===== config.mk =====
export PLATFORM = sky130hd
export DESIGN_NAME = matrix_tx_formatter
export DESIGN_NICKNAME = d
export VERILOG_FILES = /design/src/rtl/matrix_pkg.sv /design/src/rtl/u8_to_dec.sv /design/src/rtl/matrix_tx_formatter.sv
export SDC_FILE = /design/constraint.sdc
export NUM_CORES = 1
export LEC_CHECK = 0
export CORE_ASPECT_RATIO = 1.4
export CORE_MARGIN = 5
export CORE_UTILIZATION = 35
export CTS_CLUSTER_SIZE = 28
export DETAILED_ROUTE_END_ITERATION = 10
export DONT_BUFFER_PORTS = 1
export PLACE_DENSITY = 0.56
export SYNTH_ARGS = -nofsm -noshare
export SYNTH_HDL_FRONTEND = slang
export SYNTH_HIERARCHICAL = 1
export SYNTH_SLANG_ARGS = --single-unit

===== constraint.sdc =====
create_clock -name clk -period 2.3 [get_ports clk]
set_clock_uncertainty 0.2 [all_clocks]
set_input_delay 0.23 -clock clk [delete_from_list [all_inputs] [get_ports clk]]
set_output_delay 0.23 -clock clk [all_outputs]
set_load 0.05 [all_outputs]

===== src/rtl/matrix_pkg.sv =====
// Shared constants and FSM state encoding for the matrix text formatter.
package matrix_pkg;

   localparam int MAX_DIM = 5;

   localparam logic [7:0] ASCII_0  = 8'h30;
   localparam logic [7:0] ASCII_CR = 8'h0D;
   localparam logic [7:0] ASCII_LF = 8'h0A;

   typedef enum logic [2:0] {
      S_IDLE   = 3'd0,
      S_FETCH  = 3'd1,
      S_LATCH  = 3'd2,
      S_EMIT   = 3'd3,
      S_TXWAIT = 3'd4,
      S_NEXT   = 3'd5,
      S_FIN    = 3'd6
   } state_t;

endpackage


===== src/rtl/u8_to_dec.sv =====
// Combinational 8-bit unsigned to three BCD digits plus significant-digit count.
module u8_to_dec (
   input  logic [7:0] value,
   output logic [3:0] hund,
   output logic [3:0] tens,
   output logic [3:0] ones,
   output logic [1:0] ndig
);

   logic [7:0] rem;
   logic [7:0] tens_val;

   // Hundreds by compare/subtract, tens by a descending table search, ones as remainder.
   always_comb begin
      hund     = 4'd0;
      tens     = 4'd0;
      tens_val = 8'd0;
      rem      = value;
      if (value >= 8'd200) begin
         hund = 4'd2;
         rem  = value - 8'd200;
      end else if (value >= 8'd100) begin
         hund = 4'd1;
         rem  = value - 8'd100;
      end
      for (int k = 9; k >= 1; k--) begin
         if (tens == 4'd0 && rem >= 8'(k * 10)) begin
            tens     = 4'(k);
            tens_val = 8'(k * 10);
         end
      end
      ones = 4'(rem - tens_val);
      if (hund != 4'd0)
         ndig = 2'd3;
      else if (tens != 4'd0)
         ndig = 2'd2;
      else
         ndig = 2'd1;
   end

endmodule


===== src/rtl/matrix_tx_formatter.sv =====
// Streams an m x n byte matrix as decimal ASCII text (SEP between columns, CR LF per row)
// to a byte-wide UART transmitter, one byte per tx_start/tx_busy handshake.
//
// state    | meaning
// ---------+-------------------------------------------------------------
// S_IDLE   | waiting for start; bad dimensions pulse err
// S_FETCH  | rd_en for the current element address
// S_LATCH  | rd_data valid; load digit/trailer bytes into the queue
// S_EMIT   | launch the queue head once the UART is free
// S_TXWAIT | tx_start cycle ignored, then wait for tx_busy to drop
// S_NEXT   | advance column/row, or finish after the last element
// S_FIN    | pulse done, busy drops
module matrix_tx_formatter
   import matrix_pkg::*;
#(
   parameter int         MAX_DIM = matrix_pkg::MAX_DIM,
   parameter int         ADDR_W  = 5,
   parameter logic [7:0] SEP     = 8'h20
) (
   input  logic              clk,
   input  logic              rst_n,
   input  logic              start,
   input  logic [2:0]        dim_m,
   input  logic [2:0]        dim_n,
   output logic              rd_en,
   output logic [ADDR_W-1:0] rd_addr,
   input  logic [7:0]        rd_data,
   input  logic              tx_busy,
   output logic              tx_start,
   output logic [7:0]        tx_data,
   output logic              busy,
   output logic              done,
   output logic              err
);

   state_t            state, state_nxt;
   logic [2:0]        m_r, n_r, row, col;
   logic [ADDR_W-1:0] addr;
   logic [4:0][7:0]   q, q_nxt;
   logic [2:0]        q_len, q_len_nxt, q_idx;
   logic [3:0]        hund, tens, ones;
   logic [1:0]        ndig;
   logic              dims_ok, last_col, last_elem, bytes_left;

   u8_to_dec u_dec (
      .value (rd_data),
      .hund  (hund),
      .tens  (tens),
      .ones  (ones),
      .ndig  (ndig)
   );

   assign dims_ok    = (dim_m != 3'd0) && (dim_n != 3'd0) &&
                       (dim_m <= 3'(MAX_DIM)) && (dim_n <= 3'(MAX_DIM));
   assign last_col   = (col == n_r - 3'd1);
   assign last_elem  = last_col && (row == m_r - 3'd1);
   assign bytes_left = (q_idx < q_len);

   assign rd_en   = (state == S_FETCH);
   assign rd_addr = addr;
   assign busy    = (state != S_IDLE) && (state != S_FIN);
   assign done    = (state == S_FIN);

   // Byte queue for the element on rd_data: significant digits, then SEP or CR LF.
   always_comb begin
      q_nxt     = '0;
      q_len_nxt = {1'b0, ndig};
      case (ndig)
         2'd3: begin
            q_nxt[0] = ASCII_0 + {4'h0, hund};
            q_nxt[1] = ASCII_0 + {4'h0, tens};
            q_nxt[2] = ASCII_0 + {4'h0, ones};
         end
         2'd2: begin
            q_nxt[0] = ASCII_0 + {4'h0, tens};
            q_nxt[1] = ASCII_0 + {4'h0, ones};
         end
         default: q_nxt[0] = ASCII_0 + {4'h0, ones};
      endcase
      if (last_col) begin
         q_nxt[q_len_nxt]        = ASCII_CR;
         q_nxt[q_len_nxt + 3'd1] = ASCII_LF;
         q_len_nxt               = q_len_nxt + 3'd2;
      end else begin
         q_nxt[q_len_nxt] = SEP;
         q_len_nxt        = q_len_nxt + 3'd1;
      end
   end

   // State register.
   always_ff @(posedge clk or negedge rst_n) begin
      if (!rst_n) state <= S_IDLE;
      else        state <= state_nxt;
   end

   // Next-state logic; tx_start high marks the UART-latency cycle that TXWAIT skips.
   always_comb begin
      state_nxt = state;
      case (state)
         S_IDLE:   if (start && dims_ok) state_nxt = S_FETCH;
         S_FETCH:  state_nxt = S_LATCH;
         S_LATCH:  state_nxt = S_EMIT;
         S_EMIT:   if (!tx_busy) state_nxt = S_TXWAIT;
         S_TXWAIT: if (!tx_start && !tx_busy) state_nxt = bytes_left ? S_EMIT : S_NEXT;
         S_NEXT:   state_nxt = last_elem ? S_FIN : S_FETCH;
         S_FIN:    state_nxt = S_IDLE;
         default:  state_nxt = S_IDLE;
      endcase
   end

   // Datapath: dimension capture, counters, queue load/pop and the tx handshake outputs.
   always_ff @(posedge clk or negedge rst_n) begin
      if (!rst_n) begin
         m_r      <= 3'd0;
         n_r      <= 3'd0;
         row      <= 3'd0;
         col      <= 3'd0;
         addr     <= '0;
         q        <= '0;
         q_len    <= 3'd0;
         q_idx    <= 3'd0;
         tx_start <= 1'b0;
         tx_data  <= 8'h00;
         err      <= 1'b0;
      end else begin
         tx_start <= 1'b0;
         err      <= 1'b0;
         case (state)
            S_IDLE: begin
               if (start) begin
                  if (dims_ok) begin
                     m_r  <= dim_m;
                     n_r  <= dim_n;
                     row  <= 3'd0;
                     col  <= 3'd0;
                     addr <= '0;
                  end else begin
                     err <= 1'b1;
                  end
               end
            end
            S_LATCH: begin
               q     <= q_nxt;
               q_len <= q_len_nxt;
               q_idx <= 3'd0;
            end
            S_EMIT: begin
               if (!tx_busy) begin
                  tx_start <= 1'b1;
                  tx_data  <= q[q_idx];
                  q_idx    <= q_idx + 3'd1;
               end
            end
            S_NEXT: begin
               if (!last_elem) begin
                  addr <= addr + ADDR_W'(1);
                  if (last_col) begin
                     col <= 3'd0;
                     row <= row + 3'd1;
                  end else begin
                     col <= col + 3'd1;
                  end
               end
            end
            default: ;
         endcase
      end
   end

endmodule


==> metrics.json, run 1 <==
{
  "run_status": "finished with violations",
  "failed_checks": "setup timing",
  "final-max-slew-violation-count": 0,
  "crit_path_max_fanout": 11,
  "yosys_warn_count": 6,
  "syn-cell-area_sq_mm": 0.00392,
  "worst_r2r_startpoint": "n_r[0]$_DFFE_PN0P_",
  "cts_made_buffers": 5,
  "synthCells": 448,
  "numClockSinks": 56,
  "critical_path_required_ns": 2.28,
  "worst-slew-pin-transition_ns": 0.554,
  "placed_cells_incl_taps": 637,
  "boundaryPins": 36,
  "drv.max_cap_violation_count": 0,
  "power-per-cell-area_mw_per_mm2": 1100,
  "layout.nets": 578,
  "largest_net_degree_at_the_start_of_global_routing": 57,
  "initial_utilization": 0.359,
  "hold_start": "rd_data[0]",
  "fmax_mhz": 278,
  "antenna_found_initial": 0,
  "grt_use_total": 0.157,
  "grt-ovfl-total": 0,
  "async_reset_ff_frac": 1.00,
  "drt_first_pass_iters": 4,
  "via_per_inst": 5.42,
  "final_std_cell_area_no_fill_sq_mm": 0.00562,
  "detailroute.via_count": 3677,
  "floorplan.rows": 45,
  "antenna-diode-count": 0,
  "p_r_area_growth_vs_syn_pct": 43.3,
  "tritoncts": "done",
  "synthDominantCellAreaShare": 0.357,
  "route.antenna.remaining_nets": 0,
  "clock_tree.buffer_depth": 2,
  "ff2ff_setup_slack_ns": 0.09,
  "setup_viol": 25,
  "synth_edf_count": 0,
  "clk_root_buffer_cell": "clkbuf_16",
  "fillerInstances": 1013,
  "total_leakage_power_nw": 2.51,
  "final-hold-violation-count": 0,
  "detail_route.iter0.violations": 132,
  "maximum_vdd_drop_v": 0.000415,
  "seq_area_sq_mm": 0.00140,
  "final.period_utilization": 1.57,
  "dieHeight_microns": 135,
  "reg2reg_to": "row[2]$_DFFE_PN0P_",
  "routed_wirelength_microns": 10600,
  "finalHoldWorstSlack_ns": 0.0106,
  "cts_max_level": 2,
  "vias_in_the_first_global_route": 3747,
  "globalplace.congestion": 0.892,
  "worst_slack_ns": -1.30,
  "port_buffers": 0,
  "grt_setup_unrepaired": "yes",
  "synth.avg_cell_area_sq_um": 8.75,
  "grt_first_pass_wirelength_microns": 17400,
  "finalSetupTns_ns": -18.97,
  "synth_area_leaders": "dfrtp_1, ha_1, nand2_1",
  "die_width_microns": 99.5,
  "seq_area_frac_synth": 0.357,
  "clock_latency_of_the_later_clocked_register_in_the_worst_skew_pair_ns": 0.29,
  "layout-drive-gt1-share": 0.361,
  "final_cells": 679,
  "synth_flop_type": "dfrtp_1",
  "classification_of_the_worst_slack_hold_path": "in -> reg",
  "dpl_cell_area_sq_mm": 0.00467,
  "routed_wire_length_per_instance_microns": 15.6,
  "worst_r2r_path_depth": 7,
  "worstPathArrival_ns": 3.58,
  "clkSlewWorstSetupHoldPaths_ns": 0.07,
  "post-route-util": 0.514,
  "setup.worst_path.end_class": "register",
  "drt_drc_violations_left": 0,
  "worstHoldEndpoint": "q[16]$_DFFE_PN0P_",
  "kind_of_launch_point_of_the_worst_setup_path": "input pin",
  "hold_path_cells": 3,
  "synthDistinctLibCells": 65,
  "min_period_ns": 3.60,
  "footprint_of_the_multi_input_gates_sq_mm": 0.00279,
  "synth_top_cell_by_area": "dfrtp_1",
  "floorplan.core_area_sq_mm": 0.0109,
  "place_hpwl_microns": 7560,
  "ys_seq_elements": 56,
  "die_area_sq_mm": 0.0135,
  "path_class": "in -> reg",
  "slew-limit-headroom": 0.631
}
==> metrics by stage <==
stage                     worst slack (ns)  power (mW)
after CTS                            -1.15        6.06
after floorplan                      -1.61        3.95
after global routing                 -1.49        6.61
final                                -1.30        6.18
after global placement               -1.68        4.74
after detailed placement             -1.75        4.82
==> cells in the final DEF (no fill, tap or decap), types with 5 or more instances in the layout <==
cell and count:
inv_1 13, ha_4 9, nand3_2 6, nand2_1 51
buf_4 78, a22o_1 14, dlygate4sd3_1 9, a21oi_1 19
clkbuf_16 5, nor3_1 8, o21ai_0 20, or3_4 5
buf_6 19, nand2b_1 11, o21ai_1 9, nand3_1 11
nor2_1 37, dfrtp_1 56, mux2i_1 6, ha_1 10
a21o_1 7, a21oi_2 8, mux4_2 5
==> cell type report <==
type / count / area share
Inverter: 19 / 0.0187
Timing Repair Buffer: 109 / 0.170
Clock inverter: 2 / 0.0107
Multi-Input combinational cell: 347 / 0.497
Tap cell: 141 / 0.0314
Clock buffer: 5 / 0.0223
Sequential cell: 56 / 0.249
==> worst max-delay path, cell delays in order <==
cell and delay (ns):
clkinv_16 0.03, buf_4 0.12, ha_1 0.19, nand2_1 0.11, or4bb_1 0.51, o32ai_1 0.25
a21o_1 0.14, o31a_1 0.15, buf_4 0.13, a21oi_1 0.08, o21ai_0 0.18, nand2_1 0.13
fa_1 0.56, inv_2 0.05, a22o_1 0.21, a21oi_1 0.14, nor2_1 0.05, a311oi_1 0.24
nor2_1 0.08
==> synth_stat cells (6+ instances only) <==
master	count
a21o_1	7
a21oi_1	27
a22o_1	14
clkbuf_1	17
dfrtp_1	56
ha_1	21
inv_1	19
mux2i_1	6
nand2_1	52
nand2b_1	11
nand3_1	17
nor2_1	40
nor3_1	11
o21ai_0	31
==> cells by family (layout without fill, tap and decap cells) <==
kind of cell	Yosys count	in the layout	share of synthesized area
and+or+nand+nor	166	166	0.205
DFF	56	56	0.357
AOI/OAI and AO/OA	130	130	0.225
buffers and inverters	47	135	0.0530
other	2	4	0.00192
adders and majority gates	22	22	0.0721
muxes	15	15	0.0555
xor gates and xnor gates	10	10	0.0297
==> worst max path at each step <==
stage / startpoint / to / slack (ns) / depth (start not counted)
floorplan: rd_data[3] / q[10]$_DFFE_PN0P_ / -1.61 / 19
global placement: rd_data[3] / q[11]$_DFFE_PN0P_ / -1.68 / 18
detailed placement: rd_data[3] / q[11]$_DFFE_PN0P_ / -1.75 / 18
CTS: rd_data[3] / q[3]$_DFFE_PN0P_ / -1.15 / 17
global route: rd_data[3] / q[10]$_DFFE_PN0P_ / -1.49 / 19
finish: rd_data[3] / q[10]$_DFFE_PN0P_ / -1.30 / 19
==> registers in the layout (all words and copies together), names as in the netlist <==
signal,count
rd_addr,5
q,22
err,1
q_idx,3
q_len,3
tx_start,1
tx_data,6
row,3
n_r,3
m_r,3
state,3
col,3
==> report_power, final <==
| part | switching [mW] | total [mW] | internal, mW |
|---|---|---|---|
| logic | 1.65 | 3.18 | 1.53 |
| registers | 0.620 | 2.03 | 1.41 |
| clock network | 0.346 | 0.965 | 0.618 |
| total | 2.62 | 6.18 | 3.56 |
==> timing repair <==
| item | in CTS | in global routing |
|---|---|---|
| hold buffers | 10 | 0 |
| gates cloned | 0 | 0 |
| pin swaps | 29 | 18 |
| endpoints found under the hold margin | 66 | 0 |
| gates resized for setup | 80 | 23 |
| setup endpoints to repair | 25 | 28 |
| buffers inserted | 17 | 10 |
==> routing by layer <==
metal / global-route usage / up-vias / routed length [microns]
met4: 0.0683 / 0 / 305
met5: 0 / - / 0
met2: 0.290 / 77 / 5620
met1: 0.177 / 1791 / 4340
li1: - / 1782 / -
met3: 0.0216 / 27 / 325
Note: power is estimated with default switching activity, not from simulation.
==> run 2: changes to the inputs <==
- CORE_ASPECT_RATIO: 1.4 -> 0.75
==> run 2 against run 1 <==
The flow still finishes with violations (setup timing); combinational power about the same; setup slack worse by 0.020 ns; die area about the same; non-clock buffer count up 2; sequential power about the same; sequential cell count unchanged; via count up 4.5%; cell count up 0.44%; utilization up 0.54 points; count of clock-buffer cells in the layout up 1; largest cell class unchanged.
==> metrics.json, run 2 (same netlist as run 1, synthesis figures left out) <==
{
  "clock_tree.buffer_depth": {"value": 2, "change": "unchanged"},
  "detail_route.iter0.violations": {"value": 287, "change": "+120%"},
  "power-per-cell-area": {"value": 1050, "unit": "mW/mm^2", "change": "-4.0%"},
  "drv.max_cap_violation_count": {"value": 0, "change": "unchanged"},
  "routed_wire_length_per_instance": {"value": 17.4, "unit": "microns", "change": "+11%"},
  "max_flop_register": "q",
  "port_buffers": {"value": 0, "change": "unchanged"},
  "leading_cell_type_in_the_layout_fill_and_taps_excluded": "buf_4",
  "maximum_vdd_drop": {"value": 0.000626, "unit": "V", "change": "+51%"},
  "initial_utilization": {"value": 0.358, "change": "-0.000616"},
  "grt_setup_unrepaired": "yes",
  "route.antenna.remaining_nets": {"value": 0, "change": "unchanged"},
  "worstPathArrival": {"value": 3.60, "unit": "ns", "change": "+0.02 ns"},
  "failed_checks": "setup timing",
  "hold_start": "rd_data[0]",
  "antenna-diode-count": {"value": 0, "change": "unchanged"},
  "vias_in_the_first_global_route": {"value": 3873, "change": "+3.4%"},
  "die_area": {"value": 0.0134, "unit": "sq mm", "change": "about the same"},
  "floorplan.core_area": {"value": 0.0109, "unit": "sq mm", "change": "+0.17%"},
  "classification_of_the_worst_slack_hold_path": "in -> reg",
  "routed_wirelength": {"value": 11800, "unit": "microns", "change": "+12%"},
  "path_class": "in -> reg",
  "layout.nets": {"value": 581, "change": "+0.52%"},
  "cts_made_buffers": {"value": 5, "change": "unchanged"},
  "drt_first_pass_iters": {"value": 5, "change": "+1"},
  "commonest_cells_after_routing_fill_and_taps_aside": "buf_4, dfrtp_1, nand2_1",
  "final-hold-violation-count": {"value": 0, "change": "unchanged"},
  "grt-ovfl-total": {"value": 0, "change": "unchanged"},
  "via_per_inst": {"value": 5.63, "change": "+4.1%"},
  "fillerInstances": {"value": 926, "change": "-8.6%"},
  "critical_path_cell_sequence": "or3_4 -> o211a_4 -> and2_4 -> or3_4 -> a211oi_2 -> nand2_1 -> a31o_1 -> ha_2 -> fa_2 -> inv_2 -> a22o_1 -> a21oi_1 -> nor2_1 -> a311oi_1 -> nor2_1",
  "total_leakage_power": {"value": 2.53, "unit": "nW", "change": "+0.93%"},
  "numClockSinks": {"value": 56, "change": "unchanged"},
  "worst_r2r_path_depth": {"value": 7, "change": "unchanged"},
  "kind_of_launch_point_of_the_worst_setup_path": "input pin",
  "cts_max_level": {"value": 2, "change": "unchanged"},
  "hold_path_cells": {"value": 3, "change": "unchanged"},
  "pre_cts_slack": {"value": -1.87, "unit": "ns", "change": "-0.122 ns"},
  "antenna_found_initial": {"value": 0, "change": "unchanged"},
  "critical_path_required": {"value": 2.28, "unit": "ns", "change": "about the same"},
  "drt_drc_violations_left": {"value": 0, "change": "unchanged"},
  "dieHeight": {"value": 102, "unit": "microns", "change": "-25%"},
  "finalSetupTns": {"value": -19.79, "unit": "ns", "change": "-0.821 ns"},
  "largest_reg_flops": {"value": 22, "change": "unchanged"},
  "die_width": {"value": 132, "unit": "microns", "change": "+33%"},
  "clk_root_buffer_cell": "clkbuf_16",
  "finalHoldWorstSlack": {"value": 0.0289, "unit": "ns", "change": "+0.0182 ns"},
  "tritoncts": "done",
  "crit_path_max_fanout": {"value": 9, "change": "-2"},
  "worst-slew-pin-transition": {"value": 0.560, "unit": "ns", "change": "+0.00669 ns"},
  "worst_slack": {"value": -1.32, "unit": "ns", "change": "-0.0202 ns"},
  "critical_path.slowest_cell": "fa_2",
  "place_hpwl": {"value": 7660, "unit": "microns", "change": "+1.3%"},
  "ff2ff_setup_slack": {"value": 0.17, "unit": "ns", "change": "+0.08 ns"},
  "grt_first_pass_wirelength": {"value": 18900, "unit": "microns", "change": "+8.3%"},
  "worst_r2r_startpoint": "n_r[0]$_DFFE_PN0P_",
  "setup_viol": {"value": 25, "change": "unchanged"},
  "final_cells": {"value": 682, "change": "+0.44%"},
  "final.period_utilization": {"value": 1.58, "change": "+0.00877"},
  "largest_net_degree_at_the_start_of_global_routing": {"value": 57, "change": "unchanged"},
  "run_status": "finished with violations",
  "p_r_area_growth_vs_syn_pct": 45.1,
  "detailroute.via_count": {"value": 3843, "change": "+4.5%"},
  "timing.critical_path.slowest_cell_delay": {"value": 0.52, "unit": "ns", "change": "-0.04 ns"},
  "timing.critical_path.from": "rd_data[5]",
  "floorplan.rows": {"value": 33, "change": "-27%"},
  "min_period": {"value": 3.62, "unit": "ns", "change": "+0.0202 ns"},
  "slew-limit-headroom": {"value": 0.626, "change": "-0.00446"},
  "layout-drive-gt1-share": {"value": 0.382, "change": "+0.0213"},
  "grt_use_total": {"value": 0.169, "change": "+0.0121"},
  "placed_cells_incl_taps": {"value": 636, "change": "-0.16%"},
  "clkSlewWorstSetupHoldPaths": {"value": 0.07, "unit": "ns", "change": "about the same"},
  "setup.worst_path.end_class": "register",
  "clock_latency_of_the_later_clocked_register_in_the_worst_skew_pair": {"value": 0.29, "unit": "ns", "change": "about the same"},
  "boundaryPins": {"value": 36, "change": "unchanged"},
  "final-max-slew-violation-count": {"value": 0, "change": "unchanged"},
  "fmax": {"value": 276, "unit": "MHz", "change": "-0.56%"},
  "globalplace.congestion": {"value": 0.901, "change": "+0.93%"}
}
==> run 2: changes by cell type in the layout (fill, tap and decap cells not counted), sizes merged <==
| cell | previous run | this run |
|---|---|---|
| buf | 100 | 101 |
| bufinv | 2 | 0 |
| clkinv | 1 | 3 |
| clkbuf | 5 | 7 |
| o211a | 1 | 2 |
| inv | 18 | 17 |
| clkinvlp | 0 | 1 |
==> run 2: where the power goes <==
group	total, mW	switching, mW	internal, mW
combinational	3.19	1.69	1.50
sequential	2.04	0.624	1.41
clock	0.775	0.344	0.430
==> run 2: cell type report <==
cell class              count  area, sq um  area share
flip-flops and latches     56         1400       0.246
well taps                 140          175      0.0308
clock buffers               6          139      0.0244
repair buffers            111          986       0.173
multi-input cells         348         2870       0.505
inverters                  19          104      0.0183
clock inverters             2         10.0     0.00176
==> run 2: per-stage QoR <==
| stage | utilization | area [sq um] | power, mW |
|---|---|---|---|
| after floorplan | - | 4100 | 3.95 |
| after global placement | 0.427 | 4670 | 4.74 |
| after detailed placement | 0.427 | 4670 | 4.80 |
| after CTS | 0.502 | 5500 | 5.87 |
| after global routing | 0.520 | 5690 | 6.45 |
| final | 0.520 | 5690 | 6.00 |
==> run 2: per-layer routing <==
metal | track usage | up-vias | part of all wire
met5 | 0 | - | 0
met4 | 0.0344 | 0 | 0.018
met1 | 0.222 | 1863 | 0.44
met3 | 0.0402 | 29 | 0.067
met2 | 0.289 | 151 | 0.47
li1 | - | 1800 | -
==> run 2: path summary, 6_finish.rpt <==
| kind | to |
|---|---|
| min in group asynchronous | q[5]$_DFFE_PN0P_ |
| hold reg to reg | q[29]$_DFFE_PN0P_ |
| setup reg to reg | row[2]$_DFFE_PN0P_ |
| hold / removal | q[16]$_DFFE_PN0P_ |
| max in group asynchronous | col[0]$_DFFE_PN0P_ |
| setup / recovery | q[10]$_DFFE_PN0P_ |
==> run 2: critical path: cells and delay by family <==
kind            cells  cell delay (ns)
compound gates      6             1.45
fa+ha+maj           2             0.70
buf+inv             1             0.04
simple gates        6             1.18
==> run 2: what timing repair did <==
action                                 CTS  global route
gates resized for setup                 82            42
buffers inserted                        24             6
hold buffers                            10             0
cloned                                   1             0
setup endpoints to repair               25            29
pin swaps                               31            21
endpoints found under the hold margin   65             0
==> RTL edit: new RTL, settings of run 2 <==
Put a register stage on the outputs `rd_en`, `busy` and `done`. The values now appear one clock later. The other outputs are not delayed to match.
--- a/src/rtl/matrix_tx_formatter.sv
+++ b/src/rtl/matrix_tx_formatter.sv
@@ -58,6 +58,8 @@
 
-   assign rd_en   = (state == S_FETCH);
    assign rd_addr = addr;
-   assign busy    = (state != S_IDLE) && (state != S_FIN);
-   assign done    = (state == S_FIN);
+   always_ff @(posedge clk) begin
+      rd_en <= (state == S_FETCH);
+      busy  <= (state != S_IDLE) && (state != S_FIN);
+      done  <= (state == S_FIN);
+   end
 
Function: changed (a bounded check fails within 4 cycles, from zero or initial values and one cycle with rst_n low).
==> RTL edit against run 2 <==
- the flow still finishes with violations (negative setup slack)
- register-to-register slack got worse by 70 ps
- sequential cell count increased by 3
- critical path depth increased by 2
- area after synthesis increased by 2.1%
- worst setup slack improved by 140 ps
- cell area increased by 3.7%
- total power increased by 11%
- routed wire length decreased by 0.74%
- synthesized cell count increased by 0.67%
- count of clock-buffer cells in the layout increased by 4
==> RTL edit: results (changes against run 2) <==
[timing]
holdWs_ps = 29.7  ; +0.827 ps
slew-limit-headroom = 0.622  ; -0.00441
setup_viol_count_final = 25  ; unchanged
finalWorstSetupSlack_ps = -1180  ; +145 ps

[global_route]
grt_util_met1 = 0.238  ; +0.0165
track_usage = 0.177  ; +0.00760
grt_pass1_wl_um = 19400  ; +2.8%
grtUsageMet2 = 0.284  ; -0.00478
gr-usage-met3 = 0.0459  ; +0.00564

[critical_path]
crit_fanout = 11  ; +2
r2r_cells = 9  ; +2
crit_path_end = q[11]$_DFFE_PN0P_
critPathMaxStageDelay_ps = 410  ; -110 ps
critPathLaunch = rd_data[3]
critPathSlowestCell = or3b_4

[status]
status = complete, but fails checks
violations = negative setup slack

[cts]
clock_latency_ps = 330  ; +40 ps
ctsResizeCount = 71  ; -13%
clk_pin_slew_ps = 50  ; -20 ps
cts-hold-fix-buffers = 11  ; +1
cts_buffers = 9  ; +4

[routing]
via_per_inst = 5.53  ; -1.8%
drt_iter0_markers = 196  ; -32%
wl_met3_um = 777  ; -1.3%
wl_met1_um = 5410  ; +3.6%
met2WireLength_um = 5320  ; -5.1%
wl_per_cell_um = 16.9  ; -2.3%
dr.pass1.iters = 4  ; -1

[place]
place_area_um2 = 4910  ; +5.2%
gp_congestion = 0.887  ; -1.5%
place_inst = 648  ; +1.9%

[logic_synthesis]
seq_area_frac_synth = 0.365  ; +0.00752
postSynthCellCount = 451  ; +0.67%
yosysUniqueCellTypes = 71  ; +9.2%
yosys-top-cells-area = dfrtp_1, ha_1, nand2_1, o21ai_0, nor2_1

[power]
ir_worst_vdd_mv = 0.806  ; +29%
power_density_nw_per_um2 = 1130  ; +7.5%
swShare = 0.418  ; -0.0249

[finish]
nets = 588  ; +1.2%

[worst_hold_path]
min_to = m_r[2]$_DFFE_PN0P_

RTL edit: cell count changes after synthesis, moves of 4 or more:
cell      delta
nor2_1       -7
nand3_1      +6
a22o_1       -5
a21oi_1      -4
clkbuf_1     -4
a211oi_1     +4
nand2b_1     -4
inv_1        +5
buf_2        +5
o211ai_1     +4
RTL edit: final cells by class:
type | count | area, um2
Sequential cell | 59 | 1460
Inverter | 24 | 126
Clock inverter | 6 | 65.1
Timing Repair Buffer | 116 | 1010
Tap cell | 140 | 175
Fill cell | 938 | 5170
Multi-Input combinational cell | 338 | 2820
Clock buffer | 10 | 239
RTL edit: worst min-delay path, stage by stage:
cell and delay (ps):
nand4b_1 160, nand2_1 80, nand2_1 60
RTL edit: kinds of logic (layout without fill, tap and decap cells):
group	Yosys count	in the layout	synth area share
compound gates	132	132	0.230
simple gates	159	159	0.194
mux	11	11	0.0434
xor+xnor	10	10	0.0287
fa+ha+maj	22	22	0.0706
flops	59	59	0.365
buf+inv	56	156	0.0665
other cells	2	4	0.00188
